==> src/rtl/cpu_pkg.sv <==
// Shared definitions for the fetch/decode front end: opcodes, the bubble
// instruction and the fetch FSM state encoding.
package cpu_pkg;

  localparam logic [5:0] OP_RTYPE = 6'b000000;
  localparam logic [5:0] OP_LW    = 6'b110001;
  localparam logic [5:0] OP_SW    = 6'b110101;
  localparam logic [5:0] OP_BEQ   = 6'b001000;

  localparam logic [31:0] INSTR_NOP = 32'h0000_0000;

  typedef enum logic [1:0] {
    BOOT      = 2'd0,
    FETCH     = 2'd1,
    KILL      = 2'd2,
    WAIT_SLOT = 2'd3
  } fetch_state_t;

endpackage

==> src/rtl/instruction_fetch_if.sv <==
// Instruction-memory request bus: the fetch stage is master, memory is slave.
// imem_ready acknowledges the request and qualifies imem_rdata in the same cycle.
interface instruction_fetch_if #(
  parameter int ADDR_WIDTH  = 32,
  parameter int INSTR_WIDTH = 32
);

  logic                   imem_req;
  logic [ADDR_WIDTH-1:0]  imem_addr;
  logic                   imem_ready;
  logic [INSTR_WIDTH-1:0] imem_rdata;

  modport master (
    output imem_req,
    output imem_addr,
    input  imem_ready,
    input  imem_rdata
  );

  modport slave (
    input  imem_req,
    input  imem_addr,
    output imem_ready,
    output imem_rdata
  );

endinterface

==> src/rtl/instruction_fetch_if_id_slot.sv <==
// IF/ID slot: the register seen by decode plus a one-entry skid buffer that
// catches the word returning while decode is stalled. A flush (redirect)
// empties both; a bubble always presents the NOP encoding.
module if_id_slot
  import cpu_pkg::*;
#(
  parameter int ADDR_WIDTH  = 32,
  parameter int INSTR_WIDTH = 32
) (
  input  logic                   clock,
  input  logic                   reset_n,
  input  logic                   stall,
  input  logic                   flush,
  input  logic                   capture,
  input  logic [INSTR_WIDTH-1:0] cap_instr,
  input  logic [ADDR_WIDTH-1:0]  cap_pc_plus4,
  output logic                   slot_free,
  output logic                   buf_full,
  output logic                   if_valid,
  output logic [INSTR_WIDTH-1:0] if_instr,
  output logic [5:0]             op_code,
  output logic [ADDR_WIDTH-1:0]  if_pc_plus4
);

  logic [INSTR_WIDTH-1:0] slot_instr;
  logic [INSTR_WIDTH-1:0] buf_instr;
  logic [ADDR_WIDTH-1:0]  buf_pc_plus4;
  logic                   load_from_fetch;
  logic                   load_from_buf;
  logic                   load_buf;

  // Decode consumes the slot on any cycle it is not stalling.
  assign slot_free = !if_valid || !stall;

  // Decide where a word moves this cycle; a flush suppresses every move.
  always_comb begin
    load_from_fetch = 1'b0;
    load_from_buf   = 1'b0;
    load_buf        = 1'b0;
    if (!flush) begin
      if (buf_full) begin
        load_from_buf = !stall;
      end else if (capture) begin
        if (slot_free) load_from_fetch = 1'b1;
        else           load_buf        = 1'b1;
      end
    end
  end

  // Slot/buffer occupancy; a consumed slot with nothing behind it becomes a bubble.
  always_ff @(posedge clock) begin
    if (!reset_n) begin
      if_valid <= 1'b0;
      buf_full <= 1'b0;
    end else if (flush) begin
      if_valid <= 1'b0;
      buf_full <= 1'b0;
    end else begin
      if (load_from_fetch || load_from_buf) if_valid <= 1'b1;
      else if (!stall)                      if_valid <= 1'b0;
      if (load_buf)           buf_full <= 1'b1;
      else if (load_from_buf) buf_full <= 1'b0;
    end
  end

  // Slot contents; held bit-stable whenever nothing is loaded.
  always_ff @(posedge clock) begin
    if (!reset_n) begin
      slot_instr  <= INSTR_WIDTH'(INSTR_NOP);
      if_pc_plus4 <= '0;
    end else if (load_from_fetch) begin
      slot_instr  <= cap_instr;
      if_pc_plus4 <= cap_pc_plus4;
    end else if (load_from_buf) begin
      slot_instr  <= buf_instr;
      if_pc_plus4 <= buf_pc_plus4;
    end
  end

  // Skid buffer payload; only meaningful while buf_full is set.
  always_ff @(posedge clock) begin
    if (load_buf) begin
      buf_instr    <= cap_instr;
      buf_pc_plus4 <= cap_pc_plus4;
    end
  end

  // Bubbles read as NOP so downstream sees opcode 0 with if_valid low.
  assign if_instr = if_valid ? slot_instr : INSTR_WIDTH'(INSTR_NOP);
  assign op_code  = if_instr[31:26];

endmodule

==> src/rtl/instruction_fetch.sv <==
// Instruction-fetch stage: owns the PC and the fetch FSM, issues requests on
// the imem bus and hands returned words to the IF/ID slot. A redirect while a
// request is still waiting keeps the stale address on the bus (KILL) until
// memory accepts it, then drops that word.
module instruction_fetch
  import cpu_pkg::*;
#(
  parameter int                    ADDR_WIDTH  = 32,
  parameter int                    INSTR_WIDTH = 32,
  parameter logic [ADDR_WIDTH-1:0] RESET_PC    = '0
) (
  input  logic                   clock,
  input  logic                   reset_n,
  instruction_fetch_if.master    imem,
  input  logic                   stall,
  input  logic                   branch_taken,
  input  logic [ADDR_WIDTH-1:0]  branch_target,
  output logic                   if_valid,
  output logic [INSTR_WIDTH-1:0] if_instr,
  output logic [5:0]             op_code,
  output logic [ADDR_WIDTH-1:0]  if_pc_plus4
);

  localparam logic [ADDR_WIDTH-1:0] PC_STEP    = ADDR_WIDTH'(4);
  localparam logic [ADDR_WIDTH-1:0] ALIGN_MASK = ~ADDR_WIDTH'(3);

  fetch_state_t          state;
  fetch_state_t          next_state;
  logic [ADDR_WIDTH-1:0] pc;
  logic [ADDR_WIDTH-1:0] pc_next;
  logic [ADDR_WIDTH-1:0] kill_addr;
  logic [ADDR_WIDTH-1:0] kill_addr_next;
  logic [ADDR_WIDTH-1:0] pc_plus4;
  logic [ADDR_WIDTH-1:0] target;
  logic                  slot_free;
  logic                  buf_full;
  logic                  flush;
  logic                  capture;

  assign pc_plus4 = pc + PC_STEP;
  assign target   = branch_target & ALIGN_MASK;

  assign imem.imem_req  = (state == FETCH) || (state == KILL);
  assign imem.imem_addr = (state == KILL) ? kill_addr : pc;

  assign flush   = branch_taken && (state != BOOT);
  assign capture = (state == FETCH) && imem.imem_ready && !branch_taken;

  // FSM state, PC and the address of a request being killed.
  always_ff @(posedge clock) begin
    if (!reset_n) begin
      state     <= BOOT;
      pc        <= RESET_PC;
      kill_addr <= RESET_PC;
    end else begin
      state     <= next_state;
      pc        <= pc_next;
      kill_addr <= kill_addr_next;
    end
  end

  // Next-state and PC selection; a redirect outranks stall everywhere.
  always_comb begin
    next_state     = state;
    pc_next        = pc;
    kill_addr_next = kill_addr;
    case (state)
      BOOT: begin
        next_state = FETCH;
      end
      FETCH: begin
        if (branch_taken) begin
          pc_next = target;
          if (!imem.imem_ready) begin
            next_state     = KILL;
            kill_addr_next = pc;
          end
        end else if (imem.imem_ready) begin
          pc_next = pc_plus4;
          if (!slot_free) next_state = WAIT_SLOT;
        end
      end
      KILL: begin
        if (branch_taken)     pc_next    = target;
        if (imem.imem_ready)  next_state = FETCH;
      end
      WAIT_SLOT: begin
        if (branch_taken) begin
          pc_next    = target;
          next_state = FETCH;
        end else if (!stall) begin
          next_state = FETCH;
        end
      end
      default: begin
        next_state = BOOT;
      end
    endcase
  end

  if_id_slot #(
    .ADDR_WIDTH  (ADDR_WIDTH),
    .INSTR_WIDTH (INSTR_WIDTH)
  ) u_slot (
    .clock        (clock),
    .reset_n      (reset_n),
    .stall        (stall),
    .flush        (flush),
    .capture      (capture),
    .cap_instr    (imem.imem_rdata),
    .cap_pc_plus4 (pc_plus4),
    .slot_free    (slot_free),
    .buf_full     (buf_full),
    .if_valid     (if_valid),
    .if_instr     (if_instr),
    .op_code      (op_code),
    .if_pc_plus4  (if_pc_plus4)
  );

endmodule

==> src/flat_wrapper.sv <==
// flat-port wrapper written by rule: the top's interface ports become plain ports
module instruction_fetch_flat import cpu_pkg::*;
#(
  parameter int                    ADDR_WIDTH  = 32,
  parameter int                    INSTR_WIDTH = 32,
  parameter logic [ADDR_WIDTH-1:0] RESET_PC    = '0
)
  (clock, reset_n, stall, branch_taken, branch_target, if_valid, if_instr, op_code, if_pc_plus4, imem_imem_req, imem_imem_addr, imem_imem_ready, imem_imem_rdata);
  instruction_fetch_if #(.ADDR_WIDTH(ADDR_WIDTH), .INSTR_WIDTH(INSTR_WIDTH)) imem_i ();
  input  logic clock;
  input  logic reset_n;
  input  logic stall;
  input  logic branch_taken;
  input  logic [ADDR_WIDTH-1:0] branch_target;
  output logic if_valid;
  output logic [INSTR_WIDTH-1:0] if_instr;
  output logic [5:0] op_code;
  output logic [ADDR_WIDTH-1:0] if_pc_plus4;
  output wire logic [$bits(imem_i.imem_req)-1:0] imem_imem_req;
  output wire logic [$bits(imem_i.imem_addr)-1:0] imem_imem_addr;
  input wire logic [$bits(imem_i.imem_ready)-1:0] imem_imem_ready;
  input wire logic [$bits(imem_i.imem_rdata)-1:0] imem_imem_rdata;
  assign imem_imem_req = imem_i.imem_req;
  assign imem_imem_addr = imem_i.imem_addr;
  assign imem_i.imem_ready = imem_imem_ready;
  assign imem_i.imem_rdata = imem_imem_rdata;
  instruction_fetch #(.ADDR_WIDTH(ADDR_WIDTH), .INSTR_WIDTH(INSTR_WIDTH), .RESET_PC(RESET_PC)) u_core (.clock(clock), .reset_n(reset_n), .imem(imem_i), .stall(stall), .branch_taken(branch_taken), .branch_target(branch_target), .if_valid(if_valid), .if_instr(if_instr), .op_code(op_code), .if_pc_plus4(if_pc_plus4));
endmodule
==> config.mk <==
export PLATFORM = sky130hd
export DESIGN_NAME = instruction_fetch_flat
export DESIGN_NICKNAME = d
export VERILOG_FILES = /design/src/rtl/cpu_pkg.sv /design/src/rtl/instruction_fetch_if.sv /design/src/rtl/instruction_fetch_if_id_slot.sv /design/src/rtl/instruction_fetch.sv /design/src/flat_wrapper.sv
export SDC_FILE = /design/constraint.sdc
export NUM_CORES = 1
export LEC_CHECK = 0
export ABC_CLOCK_PERIOD_IN_PS = 5400
export CORE_ASPECT_RATIO = 2
export CORE_MARGIN = 5
export CORE_UTILIZATION = 52
export DETAILED_ROUTE_END_ITERATION = 12
export GPL_TIMING_DRIVEN = 0
export PLACE_DENSITY_LB_ADDON = 0.08
export SETUP_SLACK_MARGIN = 0.05
export SLEW_MARGIN = 25
export SYNTH_ARGS = -nofsm -noshare
export SYNTH_HDL_FRONTEND = slang
export SYNTH_SLANG_ARGS = --single-unit
export TNS_END_PERCENT = 5
==> constraint.sdc <==
create_clock -name clock -period 5.4 [get_ports clock]
set_clock_uncertainty 0.05 [all_clocks]
set_input_delay 1.08 -clock clock [delete_from_list [all_inputs] [get_ports clock]]
set_output_delay 1.08 -clock clock [all_outputs]
set_load 0.05 [all_outputs]
# Yosys cells after proc, flatten, opt, wreduce, memory -nomap -nowiden
# Index checks and enable logic that the tools add are counted.
[classes] n_bitwise=2 n_mux=32 n_eq_ne=10 n_addsub=1 n_reduce_logical=19
[op_table] cell="$mux 32" n=9
[op_table] cell="$pmux 32 s2" n=1
[op_table] cell="$add 32x3->32 const B" n=1
[op_table] cell="$mux 1" n=14
[op_table] cell="$mux 2" n=7
[op_table] cell="$ne 3x3->1 const B" n=4
[op_table] cell="$pmux 2 s4" n=1
[op_table] cell="$reduce_bool 2->1" n=4
[op_table] cell="$reduce_and 3->1" n=2
[op_table] cell="$reduce_and 5->1" n=1
[op_table] cell="$eq 2x2->1 const B" n=2
[op_table] cell="$ne 2x1->1 const B" n=2
[op_table] cell="$reduce_or 2->1" n=2
[op_table] cell="$logic_and 1x1->1" n=3
[op_table] cell="$logic_not 1->1" n=3
[op_table] cell="$logic_or 1x1->1" n=3
[op_table] cell="$eq 2x1->1 const B" n=1
[op_table] cell="$logic_not 2->1" n=1
[op_table] cell="$ne 2x2->1 const B" n=1
[op_table] cell="$not 1->1" n=2
[word_totals] output_inout_bits=104 reg_bits=196 in_bits=69

# Logic depth before layout (Yosys ltp)
[logic_depth] word_depth=8 depth_mapped=9 depth_no_buf=7

# Hierarchy
# From an unflattened synthesis, not the netlist that was laid out.
[hier_totals] hier_cells=1023 area_unflattened_um2=10213.5
[by_module_without_submodules] module="if_id_slot" area_per_inst_um2=6234.7 cells_each=494 instances=1
[by_module_without_submodules] module="instruction_fetch" area_per_inst_um2=3978.8 cells_each=529 instances=1

# Worst setup path after synthesis
# No wires, ideal clock.
[synth_path] kind="input port to flip-flop" start="in branch_taken" end="reg u_core.u_slot.buf_instr[0], enable pin" path_slack_ns=0.904 arrival_time_ns=3.962 stages=2 n_path_buf=0 setup_ns=0.484 cell_sequence="nand4bb_1 -> nor2_1"
[synth_between] elab_chain_cells=5 elab_cells_between_ends=6 cone_classes="mux (3); reduce/logical (3)"
[synth_rtl] item="from (decl)" line_no="flat_wrapper.sv:13" rtl="input logic branch_taken;"
[synth_rtl] item="$logic_not 1->1" line_no="instruction_fetch.sv:47" rtl="assign capture = (state == FETCH) && imem.imem_ready && !branch_taken;"
[synth_rtl] item="$logic_and 1x1->1" line_no="instruction_fetch.sv:47"
[synth_rtl] item="$mux 1" line_no="instruction_fetch_if_id_slot.sv:43" rtl="end else if (capture) begin"
[synth_rtl] item="$mux 1" line_no="instruction_fetch_if_id_slot.sv:41" rtl="if (buf_full) begin"
[synth_rtl] item="$mux 1 (*)" line_no="instruction_fetch_if_id_slot.sv:40" rtl="if (!flush) begin"
[synth_rtl] item="via u_core.u_slot.load_buf" line_no="instruction_fetch_if_id_slot.sv:30" rtl="logic load_buf;"
[synth_rtl] item="to (signal assigned)" line_no="instruction_fetch_if_id_slot.sv:83" rtl="buf_instr <= cap_instr;"
[synth_rtl] item="to (decl)" line_no="instruction_fetch_if_id_slot.sv:26" rtl="logic [INSTR_WIDTH-1:0] buf_instr;"
# The timed path passes the listed nets; every way through them passes the cells marked *.
# A chain may end at the register's enable or synchronous reset.

# Final worst setup path
[layout_path] start="reg u_core.state[0]" end="out imem_imem_addr[6]"
[layout_between] elab_chain_cells=2
[layout_rtl] item="from (decl)" line_no="instruction_fetch.sv:27" rtl="fetch_state_t state;"
[layout_rtl] item="from (signal assigned)" line_no="instruction_fetch.sv:56" rtl="state <= next_state;"
[layout_rtl] item="$eq 2x2->1" line_no="instruction_fetch.sv:44" rtl="assign imem.imem_addr = (state == KILL) ? kill_addr : pc;"
[layout_rtl] item="$mux 32" line_no="instruction_fetch.sv:44"
[layout_rtl] item="to (decl)" line_no="flat_wrapper.sv:20" rtl="output wire logic [$bits(imem_i.imem_addr)-1:0] imem_imem_addr;"
# No other way between the ends.

==> flow_summary.ini <==
[yosys]
synthCells = 973
synth.largest_area_cell = dfxtp_1
synth-edff-count = 62
synth_compound_area_frac = 0.1535
yosysTopAreaCellShare = 0.2873
netlist_top_cells_count = nand2_1, dfxtp_1, nor2_1, a21oi_1, edfxtp_1
synth-simple-area-share = 0.2242
synth_area_sq_mm = 0.008780
ys_ff_latch = 188
yosys_warnings = 0
synthFlopType = dfxtp_1
avgSynthCellArea_sq_um = 9.023
ys_types = 61
seq_area_frac_synth = 0.4994
async_flop_share = 0
yosysMostFrequentCell = nand2_1
synth_fa_ha_area_frac = 0.008551
synthTopCellsByArea = dfxtp_1, edfxtp_1, nand2_1
synth_top_family_by_area = simple AND/OR/NAND/NOR gates
synth-xor-area-share = 0.02793
muxShareOfSynthArea = 0.03192

[cts]
ctsResizeCount = 0
path_clk_slew_ns = 0.07
insertion_delay_ns = 0.43
cts_tree = built
cts-root-buf = clkbuf_16
cts_sinks = 188
cts_htree_levels = 4
cts_buffer_depth = 2
cts_buffers = 17
cts_hold_buf = 0
post-cts-setup-buffers = 0

[timing]
fin_crit_sh = 0.8396
worst_slack_ns = 0.8663
rsz0062_at_grt = no
relSlewSlack = 0.3553
tightestPinTransition_ns = 0.9582
whs_ns = 0.4041
hold_viol = 0
setup_tns_ns = 0
fin_crit_ns = 4.534
fmax_mhz = 220.6
drv_slew = 0
finalSetupViolations = 0

[critical_path]
start_kind = register
cp_max_fo = 10
critPathSlowestCell = clkdlybuf4s50_1
slowest_delay_ns = 0.88
crit_type = register to output port
crit_required_ns = 4.27
startpoint = u_core.state[0]$_SDFFE_PN0P_
critical_path.endpoint_type = output port
critPathArrivalTime_ns = 3.40
cp_top_family = buffers and inverters
path_cells = inv_1 > ha_1 > buf_1 > clkbuf_1 > nand2_1 > o21ai_0 > clkdlybuf4s50_1
path_buf_inv = 4
r2r_start = u_core.pc[3]$_SDFFE_PN0P_

[global_route]
grt_pass1_wl_mm = 42.50
grt_pass1_vias = 7901
grt_start_max_net_pins = 23
antenna_found_initial = 0
grt_usage = 0.2794
overflow = 0

[floorplanning]
core-area_sq_mm = 0.01668
die_w_microns = 101.9
dieHeight_microns = 193.8
row_count = 67
ios = 173
dieArea_sq_mm = 0.01974
start_util = 0.5263

[route]
routed_via_density = 5.749
first_pass_iters = 5
wl_mm = 27.42
via_count = 7956
route.antenna.remaining_nets = 0
drt_iter0_markers = 412
drc = 0
wl_per_cell_microns = 19.81

[run]
cap_violations = 0

[finish]
fin_nets = 1239
instances_no_fill = 1384
syn_to_final_growth_pct = 29.29
drive_above_1_share = 0.08326
antenna_cells = 0

[power_and_ir_drop]
design_power_total_mw = 3.706
power.density_mw_per_mm2 = 326.5
leakagePower_nw = 4.168
ir_drop_mv = 0.2215

[placement]
dpl_worst_slack_ns = 1.363
port_buffers = 166
dpl.cell_count = 1352
dp_hpwl_mm = 20.67
gp_congestion = 0.9567

[hold_path]
hp-start = u_core.kill_addr[28]$_SDFFE_PN0P_
hold_class = register to register

[outcome]
status = complete, no violations
## logic make-up (layout without fill, tap and decap cells)
logic type | after synthesis | count (layout)
simple gates | 426 | 426
other cells | 1 | 4
compound gates | 190 | 190
buf+inv | 109 | 310
mux | 25 | 25
flops | 188 | 188
xor+xnor | 28 | 28
fa+ha+maj | 6 | 6
## final cells by class
type | instances | area, sq um
sequential | 188 | 4384
buffer | 92 | 411.6
tap | 207 | 259.0
timing repair buffer | 169 | 1737
inverter | 17 | 63.81
clock buffer | 20 | 446.7
multi-input combinational | 679 | 3943
clock inverter | 12 | 106.4
fill | 1411 | 5331
## final timing paths
path                                                      to  slack [ns]  cells after the start
hold reg to reg            u_core.kill_addr[28]$_SDFFE_PN0P_        0.40                      2
hold / removal             u_core.kill_addr[28]$_SDFFE_PN0P_        0.40                      2
setup / recovery                           imem_imem_addr[6]        0.87                      7
setup reg to reg  u_core.u_slot.if_pc_plus4[26]$_SDFFE_PN0P_        2.36                      6
## placed cells by master (no fill, tap or decap), types with 20 or more instances in the layout
master / n
nor2_1: 71
xnor2_1: 20
dfxtp_1: 126
mux2_2: 24
nand3_1: 24
edfxtp_1: 62
a21oi_1: 62
clkdlybuf4s50_1: 166
and2_1: 34
nand2_1: 227
clkbuf_1: 63
a311oi_1: 41
## stage by stage
stage               instance area [sq um]  utilization
global route                        11350       0.6804
finish                              11350       0.6804
global placement                    10710       0.6421
floorplan                            8791            -
detailed placement                  10790       0.6470
CTS                                 11350       0.6802
## power breakdown
group | total (mW) | internal (mW) | switching (mW)
Clock | 1.20 | 0.616 | 0.579
Combinational | 0.904 | 0.308 | 0.596
Sequential | 1.61 | 1.54 | 0.0624
## sequential cells by signal (all words and copies together), names as in the netlist
| name | flops |
|---|---|
| u_core.kill_addr | 30 |
| u_core.u_slot.if_pc_plus4 | 30 |
| u_core.u_slot.buf_pc_plus4 | 30 |
| u_core.u_slot.buf_instr | 32 |
| u_core.u_slot.slot_instr | 32 |
| u_core.state | 2 |
| u_core.u_slot.if_valid | 1 |
| u_core.pc | 30 |
| u_core.u_slot.buf_full | 1 |
## worst min-delay path, stage by stage (launching register included)
cell and delay, ns:
dfxtp_1 0.31, nand2_1 0.05, a21oi_1 0.05
## metal layers
| metal | global-route usage | vias to the layer above | share of wire |
|---|---|---|---|
| li1 | - | 3796 | - |
| met1 | 0.2968 | 3795 | 0.36 |
| met2 | 0.4964 | 288 | 0.53 |
| met3 | 0.04465 | 77 | 0.050 |
| met4 | 0.1766 | 0 | 0.062 |
| met5 | 0 | - | 0 |
Note: power is estimated with default switching activity, not from simulation.
